### config.mk
export PLATFORM = sky130hd
export DESIGN_NAME = tq_row_gather
export DESIGN_NICKNAME = d
export VERILOG_FILES = /design/src/rtl/tq_row_gather.sv
export SDC_FILE = /design/constraint.sdc
export NUM_CORES = 2
export LEC_CHECK = 0
export CAP_MARGIN = 0
export CORE_UTILIZATION = 29
export DETAILED_ROUTE_END_ITERATION = 10
export GPL_ROUTABILITY_DRIVEN = 0
export SLEW_MARGIN = 20
export SYNTH_ARGS = -nofsm -noshare
export SYNTH_HDL_FRONTEND = slang
export SYNTH_SLANG_ARGS = --single-unit
### constraint.sdc
create_clock -name clk -period 3.6 [get_ports clk]
set_input_delay 0.72 -clock clk [delete_from_list [all_inputs] [get_ports clk]]
set_output_delay 0.72 -clock clk [all_outputs]
set_load 0.01 [all_outputs]
### src/rtl/tq_row_gather.sv
// Row gatherer: collects four-sample beats into a full 32-sample row and presents it,
// with its size and inverse flag, as one wide word to the permutation stage.
module tq_row_gather #(
    parameter int unsigned DW    = 16,
    parameter int unsigned LANES = 4,
    parameter int unsigned NMAX  = 32
) (
    input  logic                  clk,
    input  logic                  rst,
    input  logic                  i_valid,
    output logic                  i_ready,
    input  logic [1:0]            i_size,
    input  logic                  i_inverse,
    input  logic [LANES*DW-1:0]   i_data,
    output logic                  o_valid,
    input  logic                  o_ready,
    output logic [1:0]            o_size,
    output logic                  o_inverse,
    output logic [NMAX*DW-1:0]    o_data
);

    localparam int unsigned NBEATS = NMAX / LANES;
    localparam int unsigned CW     = $clog2(NBEATS);
    localparam int unsigned RW     = NMAX * DW;

    typedef enum logic [0:0] {StIdle, StCollect} state_e;

    state_e            state_q, state_d;
    logic [CW-1:0]     cnt_q, cnt_d;
    logic [1:0]        size_q, size_d;
    logic              inv_q, inv_d;
    logic [RW-1:0]     buf_q, buf_d;
    logic              out_valid_q, out_valid_d;
    logic [1:0]        out_size_q, out_size_d;
    logic              out_inv_q, out_inv_d;
    logic [RW-1:0]     out_data_q, out_data_d;

    logic [1:0]        eff_size;
    logic              eff_inv;
    logic [CW-1:0]     beat_idx;
    logic [CW-1:0]     last_idx;
    logic              last_beat;
    logic              accept;
    int unsigned       row_len;
    logic [RW-1:0]     merged;
    logic [RW-1:0]     row_out;

    // Size and flag come straight from the input only on the first beat of a row.
    always_comb begin
        eff_size = (state_q == StIdle) ? i_size : size_q;
        eff_inv  = (state_q == StIdle) ? i_inverse : inv_q;
        beat_idx = (state_q == StIdle) ? '0 : cnt_q;
        last_idx = CW'((32'd1 << eff_size) - 32'd1);
        last_beat = (beat_idx == last_idx);
        row_len  = LANES << eff_size;
    end

    // A completing beat must wait only if the output register is still occupied.
    assign i_ready = !(last_beat && out_valid_q && !o_ready);
    assign accept  = i_valid && i_ready;

    always_comb begin
        merged = buf_q;
        for (int unsigned k = 0; k < LANES; k++) begin
            merged[(LANES * 32'(beat_idx) + k) * DW +: DW] = i_data[k * DW +: DW];
        end
    end

    always_comb begin
        row_out = merged;
        for (int unsigned n = 0; n < NMAX; n++) begin
            if (n >= row_len) begin
                row_out[n * DW +: DW] = '0;
            end
        end
    end

    always_comb begin
        state_d     = state_q;
        cnt_d       = cnt_q;
        size_d      = size_q;
        inv_d       = inv_q;
        buf_d       = buf_q;
        out_valid_d = out_valid_q;
        out_size_d  = out_size_q;
        out_inv_d   = out_inv_q;
        out_data_d  = out_data_q;

        if (out_valid_q && o_ready) begin
            out_valid_d = 1'b0;
        end

        if (accept) begin
            if (last_beat) begin
                out_valid_d = 1'b1;
                out_data_d  = row_out;
                out_size_d  = eff_size;
                out_inv_d   = eff_inv;
                buf_d       = '0;
                cnt_d       = '0;
                state_d     = StIdle;
            end else begin
                buf_d   = merged;
                cnt_d   = beat_idx + CW'(1);
                size_d  = eff_size;
                inv_d   = eff_inv;
                state_d = StCollect;
            end
        end
    end

    always_ff @(posedge clk) begin
        if (rst) begin
            state_q     <= StIdle;
            cnt_q       <= '0;
            size_q      <= '0;
            inv_q       <= 1'b0;
            buf_q       <= '0;
            out_valid_q <= 1'b0;
            out_size_q  <= '0;
            out_inv_q   <= 1'b0;
            out_data_q  <= '0;
        end else begin
            state_q     <= state_d;
            cnt_q       <= cnt_d;
            size_q      <= size_d;
            inv_q       <= inv_d;
            buf_q       <= buf_d;
            out_valid_q <= out_valid_d;
            out_size_q  <= out_size_d;
            out_inv_q   <= out_inv_d;
            out_data_q  <= out_data_d;
        end
    end

    assign o_valid   = out_valid_q;
    assign o_size    = out_size_q;
    assign o_inverse = out_inv_q;
    assign o_data    = out_data_q;

endmodule

# [After elaboration in Yosys (flattened, before gate mapping)]
# Cells that the tools add are included.
[totals] input_bits=71 out_inout_bits=517 register_bits=1035 elab_cells=115
[classes] eq_ne=1 n_lt_le_gt_ge=32 reduce_logical=8 bitwise_logic=1 addsub=9 mux=45 n_shift=10
[op_table] operator="512-bit bitwise mux" n=4
[op_table] operator="16-bit by 34-bit variable shift with 512-bit output (first input constant)" n=4
[op_table] operator="16-bit by 34-bit variable part select with 512-bit output" n=4
[op_table] operator="5-bit by 32-bit greater-or-equal comparator with 1-bit output (first input constant)" n=16
[op_table] operator="16-bit 2-to-1 mux" n=32
[op_table] operator="512-bit 2-to-1 mux" n=1
[op_table] operator="4-bit by 32-bit greater-or-equal comparator with 1-bit output (first input constant)" n=8
[op_table] operator="3-bit by 32-bit greater-or-equal comparator with 1-bit output (first input constant)" n=4
[op_table] operator="10-bit negator with 34-bit output" n=3
[op_table] operator="1-bit by 32-bit greater-or-equal comparator with 1-bit output (first input constant)" n=2
[op_table] operator="2-bit by 32-bit greater-or-equal comparator with 1-bit output (first input constant)" n=2
[op_table] operator="9-bit negator with 34-bit output" n=1
[op_table] operator="3-bit by 2-bit left shift with 32-bit output (first input constant)" n=1
[op_table] operator="5-bit by 2-bit adder with 6-bit output (second input constant)" n=2
[op_table] operator="5-bit by 1-bit adder with 6-bit output (second input constant)" n=1
[op_table] operator="3-bit 2-to-1 mux" n=2
[op_table] operator="1-bit 2-to-1 mux" n=5
[op_table] operator="1-bit logical AND" n=4
[op_table] operator="2-bit AND reduction" n=2
[op_table] operator="3-bit by 1-bit adder with 3-bit output (second input constant)" n=1
[op_table] operator="3-bit == test" n=1
[op_table] operator="1-bit by 2-bit left shift with 3-bit output (first input constant)" n=1
[op_table] operator="3-bit by 1-bit subtractor with 3-bit output (second input constant)" n=1
[op_table] operator="1-bit logical NOT" n=2
[op_table] operator="2 further kinds" n=2

# [Depth between registers and ports, before layout]
[logic_depth] word_depth=9 ltp_mapped=12

# [Worst setup path after synthesis]
# No wires, ideal clock.
[synth_timing] path_kind="reg-to-reg" from="reg cnt_q[1]" to="reg buf_q[10]" path_buffers=4 path_slack_ns=0.906 path_stages_with_launch=13 synth_period_minus_slack_ns=2.694 t_arrival_ns=2.635 path_cell_list="dfxtp_1 > buf_2 > nand2_1 > inv_1 > nor2_1 > ha_1 > clkinv_1 > nor3_1 > buf_2 > nor2b_1 > buf_1 > clkbuf_1 > a22o_1"
[synth_via] elab_chain_cells=8 elab_cells_between_ends=26 cone_classes="add/sub: 7; eq/ne: 1; shift: 8; mux: 6; reduce/logical: 4"
[synth_lines] item="start, declared" line_no="29" source="logic [CW-1:0] cnt_q, cnt_d;"
[synth_lines] item="start signal, assigned" line_no="125" source="cnt_q <= cnt_d;"
[synth_lines] item="3-bit 2-to-1 mux (*)" line_no="52" source="beat_idx = (state_q == StIdle) ? '0 : cnt_q;"
[synth_lines] item="5-bit by 1-bit adder with 6-bit output / 9-bit negator with 34-bit output (equally long branches)" line_no="65" source="merged[(LANES * 32'(beat_idx) + k) * DW +: DW] = i_data[k * DW +: DW];"
[synth_lines] item="10-bit negator with 34-bit output, or another cell as far along" line_no="65"
[synth_lines] item="16-bit by 34-bit variable part select with 512-bit output, or another cell as far along" line_no="65"
[synth_lines] item="512-bit bitwise mux (3 in series)" line_no="65"
[synth_lines] item="512-bit 2-to-1 mux" line_no="94" source="if (last_beat) begin"
[synth_lines] item="end signal, assigned" line_no="128" source="buf_q <= buf_d;"
[synth_lines] item="end, declared" line_no="32" source="logic [RW-1:0] buf_q, buf_d;"
# Mark *: on every way between the ends. The rest lies on a longest branch, timed or not.
# A chain may end at the register's enable or synchronous reset.

# [Final worst setup path]
[layout_timing] from="reg state_q" to="out i_ready"
[layout_via] elab_chain_cells=7 elab_cells_between_ends=8 cone_classes="add/sub: 1; eq/ne: 1; shift: 1; mux: 2; reduce/logical: 3"
[layout_lines] item="start, declared" line_no="28" source="state_e state_q, state_d;"
[layout_lines] item="start signal, assigned" line_no="114" source="state_q <= StIdle;"
[layout_lines] item="start signal, assigned" line_no="124" source="state_q <= state_d;"
[layout_lines] item="2-bit 2-to-1 mux" line_no="50" source="eff_size = (state_q == StIdle) ? i_size : size_q;"
[layout_lines] item="1-bit by 2-bit left shift with 3-bit output" line_no="53" source="last_idx = CW'((32'd1 << eff_size) - 32'd1);"
[layout_lines] item="3-bit by 1-bit subtractor with 3-bit output" line_no="53"
[layout_lines] item="3-bit == test (*)" line_no="54" source="last_beat = (beat_idx == last_idx);"
[layout_lines] item="1-bit logical AND (*) (2 in series)" line_no="59" source="assign i_ready = !(last_beat && out_valid_q && !o_ready);"
[layout_lines] item="1-bit logical NOT (*)" line_no="59"
[layout_lines] item="end, declared" line_no="11" source="output logic i_ready,"
# Marked as above.

==> impl_metrics.yaml <==
outcome:
  outcome: "finished clean"
clock_network:
  clock-sinks: 1035
  insertion_delay_ns: 0.78
  ctsHoldBuffers: 0
  ctsLongestPathBuffers: 3
  h-tree-depth: 3
  clkTransAtPathRegs_ns: 0.07
  cts_root_buf: "clkbuf_16"
  numCtsBuffers: 111
  cts_tree: "built"
synthesis:
  synthArstFlopShare_pct: 0
  syn-cell-area_um2: 40400
  synth_cell_types: 51
  synth_top_cell_area_share_pct: 51.3
  yosysWarnings: 0
  synth_nets: 4798
  ys_ff_latch: 1035
  ys_top_cells_by_count: "1035 x dfxtp_1, 798 x nand2_1, 483 x a21oi_1, 420 x clkbuf_1, 354 x or3_1"
  synthTopCellsByArea: "dfxtp_1 51%, nand2_1 7.4%, a21oi_1 6.0%, or3_1 5.5%, o21ai_0 4.2%"
  synth_compound_area_share_pct: 23.5
  synthAdderAreaFrac_pct: 0.217
  syn_inst: 4720
  avgSynthCellArea_um2: 8.56
  synthFlopType: "dfxtp_1"
  synth_top_family_by_area: "compound AO/OA/AOI/OAI gates"
  synth_edf_count: 0
  synth_seq_area_share_pct: 51.3
  yosys.area_share.simple_pct: 19.4
  muxShareOfSynthArea_pct: 0.496
  yosysMostFrequentCell: "dfxtp_1"
  synthXorXnorAreaFrac_pct: 0.0217
  yosysTopAreaCell: "dfxtp_1"
min_path:
  worstHoldPathType: "in2reg"
  hold_depth: 2
  min_to: "inv_q$_SDFFE_PP0P_"
  min_from: "rst"
critical_path:
  r2r_start: "state_q$_SDFFE_PP0N_"
  cp.required_ns: 2.88
  crit_path_top_delay_cell: "dfxtp_2"
  cp.arrival_ns: 2.46
  worstSetupStartpointType: "register"
  crit_path_cell_trace: "buf_6, nor3_2, or3_1, nand3_1, dlymetal6s2s_1"
  crit_fanout: 16
  criticalPathCategory: "reg2out"
  rr_worst_depth: 9
  r2r_end: "buf_q[454]$_SDFFE_PP0N_"
  max_stage_delay_ns: 0.48
  end_kind: "output port"
  r2r_setup_slack_ns: 0.53
routing:
  wirelength_mm: 163
  drt_iter0_markers: 3924
  drc: 0
  wl_per_cell_um: 23.4
  dr.pass1.iters: 6
  ant_nets: 0
  vias: 36848
  vias_per_cell: 5.29
final_layout:
  area_delta_synth_final_pct: 29.2
  fin_nets: 5149
  drive_gt1_share_pct: 7.57
  final_util_pct: 37.9
  fin_area_um2: 52200
  fill_cells: 13761
timing:
  drv_slew: 0
  setup_viol: 0
  finalHoldViolations: 0
  fin_setup_tns_ns: 0
  period_share_pct: 88.2
  period_needed_ns: 3.18
  fmax_ghz: 0.315
  finalWorstSetupSlack_ns: 0.424
  slew-limit-headroom_pct: 23.7
  rsz0062_at_grt: "no"
  worst_slew_pin_slew_ns: 1.14
  finalClockSkew_ns: 0.0652
place:
  place_area_um2: 48300
  port_buffers: 587
  dp_slack_ns: 0.178
  dp_hpwl_mm: 104
die:
  dieArea_um2: 141000
  fp.dieH_um: 375
  die_w_um: 375
  rows: 136
  ios: 588
  core-area_um2: 138000
  initial_utilization_pct: 29.3
global_route:
  overflow: 0
  grt_pass1_vias: 33503
  grt_pass1_wl_mm: 233
  grt_max_degree: 169
  antenna_found_initial: 14
  grtUsageTotal_pct: 22.1
power_and_ir_drop:
  powerDensity_nw_per_um2: 497
  power_w: 0.0259
  power_leakage_nw: 17.3
  ir_worst_vdd_mv: 0.376
job:
  maxCapViolCount: 0
cell type report:
type | count | area [um2] | share of cell area (%)
flip-flops and latches | 1035 | 20700 | 39.7
multi-input cells | 3164 | 17800 | 34.1
repair buffers | 749 | 7520 | 14.4
clock buffers | 163 | 3210 | 6.16
well taps | 1794 | 2240 | 4.30
clock inverters | 43 | 614 | 1.18
inverters | 10 | 37.5 | 0.0719
diodes | 7 | 17.5 | 0.0336
cell usage in the layout, fill, tap and decap left out, types with 96 or more instances in the layout:
master / count
a21oi_1: 483
nand2_1: 797
dfxtp_1: 1034
nor2_1: 156
o2bb2ai_1: 96
a22o_1: 176
clkbuf_16: 111
nor2b_1: 263
or3_1: 354
buf_4: 125
clkdlybuf4s50_1: 579
o21ai_0: 342
a31oi_1: 194
metal layers:
metal / up-vias / track usage (%) / share of wire [%]
met3: 268 / 6.47 / 10
met5: - / 0 / 0.035
met1: 17654 / 29.4 / 43
met2: 1575 / 33.2 / 43
met4: 10 / 9.20 / 3.9
li1: 17341 / - / -
through the flow:
stage | hold slack (ns) | cells
global route | 0.245 | 6958
detailed placement | 0.434 | 6752
global placement | 0.426 | 6752
floorplan | 0.417 | 4720
finish | 0.260 | 6965
CTS | 0.211 | 6958
timing repair:
item                                    4_1_cts  5_1_grt
endpoints found under the hold margin         0        0
pin swaps                                     0        0
setup buffers                                 0        0
resized for setup                             2        1
gates cloned                                  0        0
endpoints found under the setup margin        1        1
where the power goes:
| part | internal [W] | switching, W |
|---|---|---|
| registers | 0.0116 | 0.000121 |
| logic | 0.000594 | 0.00161 |
| clock network | 0.00688 | 0.00513 |
| total | 0.0191 | 0.00686 |
cells by family after synthesis:
kind of cell / Yosys count
AND/OR/NAND/NOR: 1629
XOR/XNOR: 1
AO/OA/AOI/OAI: 1507
multiplexers: 20
adder cells (fa/ha/maj): 7
buffers and inverters: 521
flip-flops: 1035
worst max path at each step:
stage	endpoint	slack, ns	from	cells past startpoint
floorplan	buf_q[10]$_SDFFE_PP0N_	0.91	cnt_q[1]$_SDFFE_PP0N_	12
global placement	o_data[240]$_SDFFE_PP0P_	0.24	i_size[0]	8
detailed placement	o_data[421]$_SDFFE_PP0P_	0.18	i_size[0]	8
CTS	i_ready	0.009	state_q$_SDFFE_PP0N_	5
global route	i_ready	0.34	state_q$_SDFFE_PP0N_	5
finish	i_ready	0.42	state_q$_SDFFE_PP0N_	5
worst max-delay path: cells and delay by family, from the launching register on:
family,cells,cell delay (ns)
DFF,1,0.48
buffers and inverters,2,0.49
and+or+nand+nor,3,0.71
state kept, by name, summed over array words and instances (netlist names):
register,cells
inv_q,1
buf_q,512
o_valid,1
state_q,1
size_q,2
o_data,512
cnt_q,3
o_inverse,1
o_size,2
No activity file was read; power rests on OpenSTA's default activity.
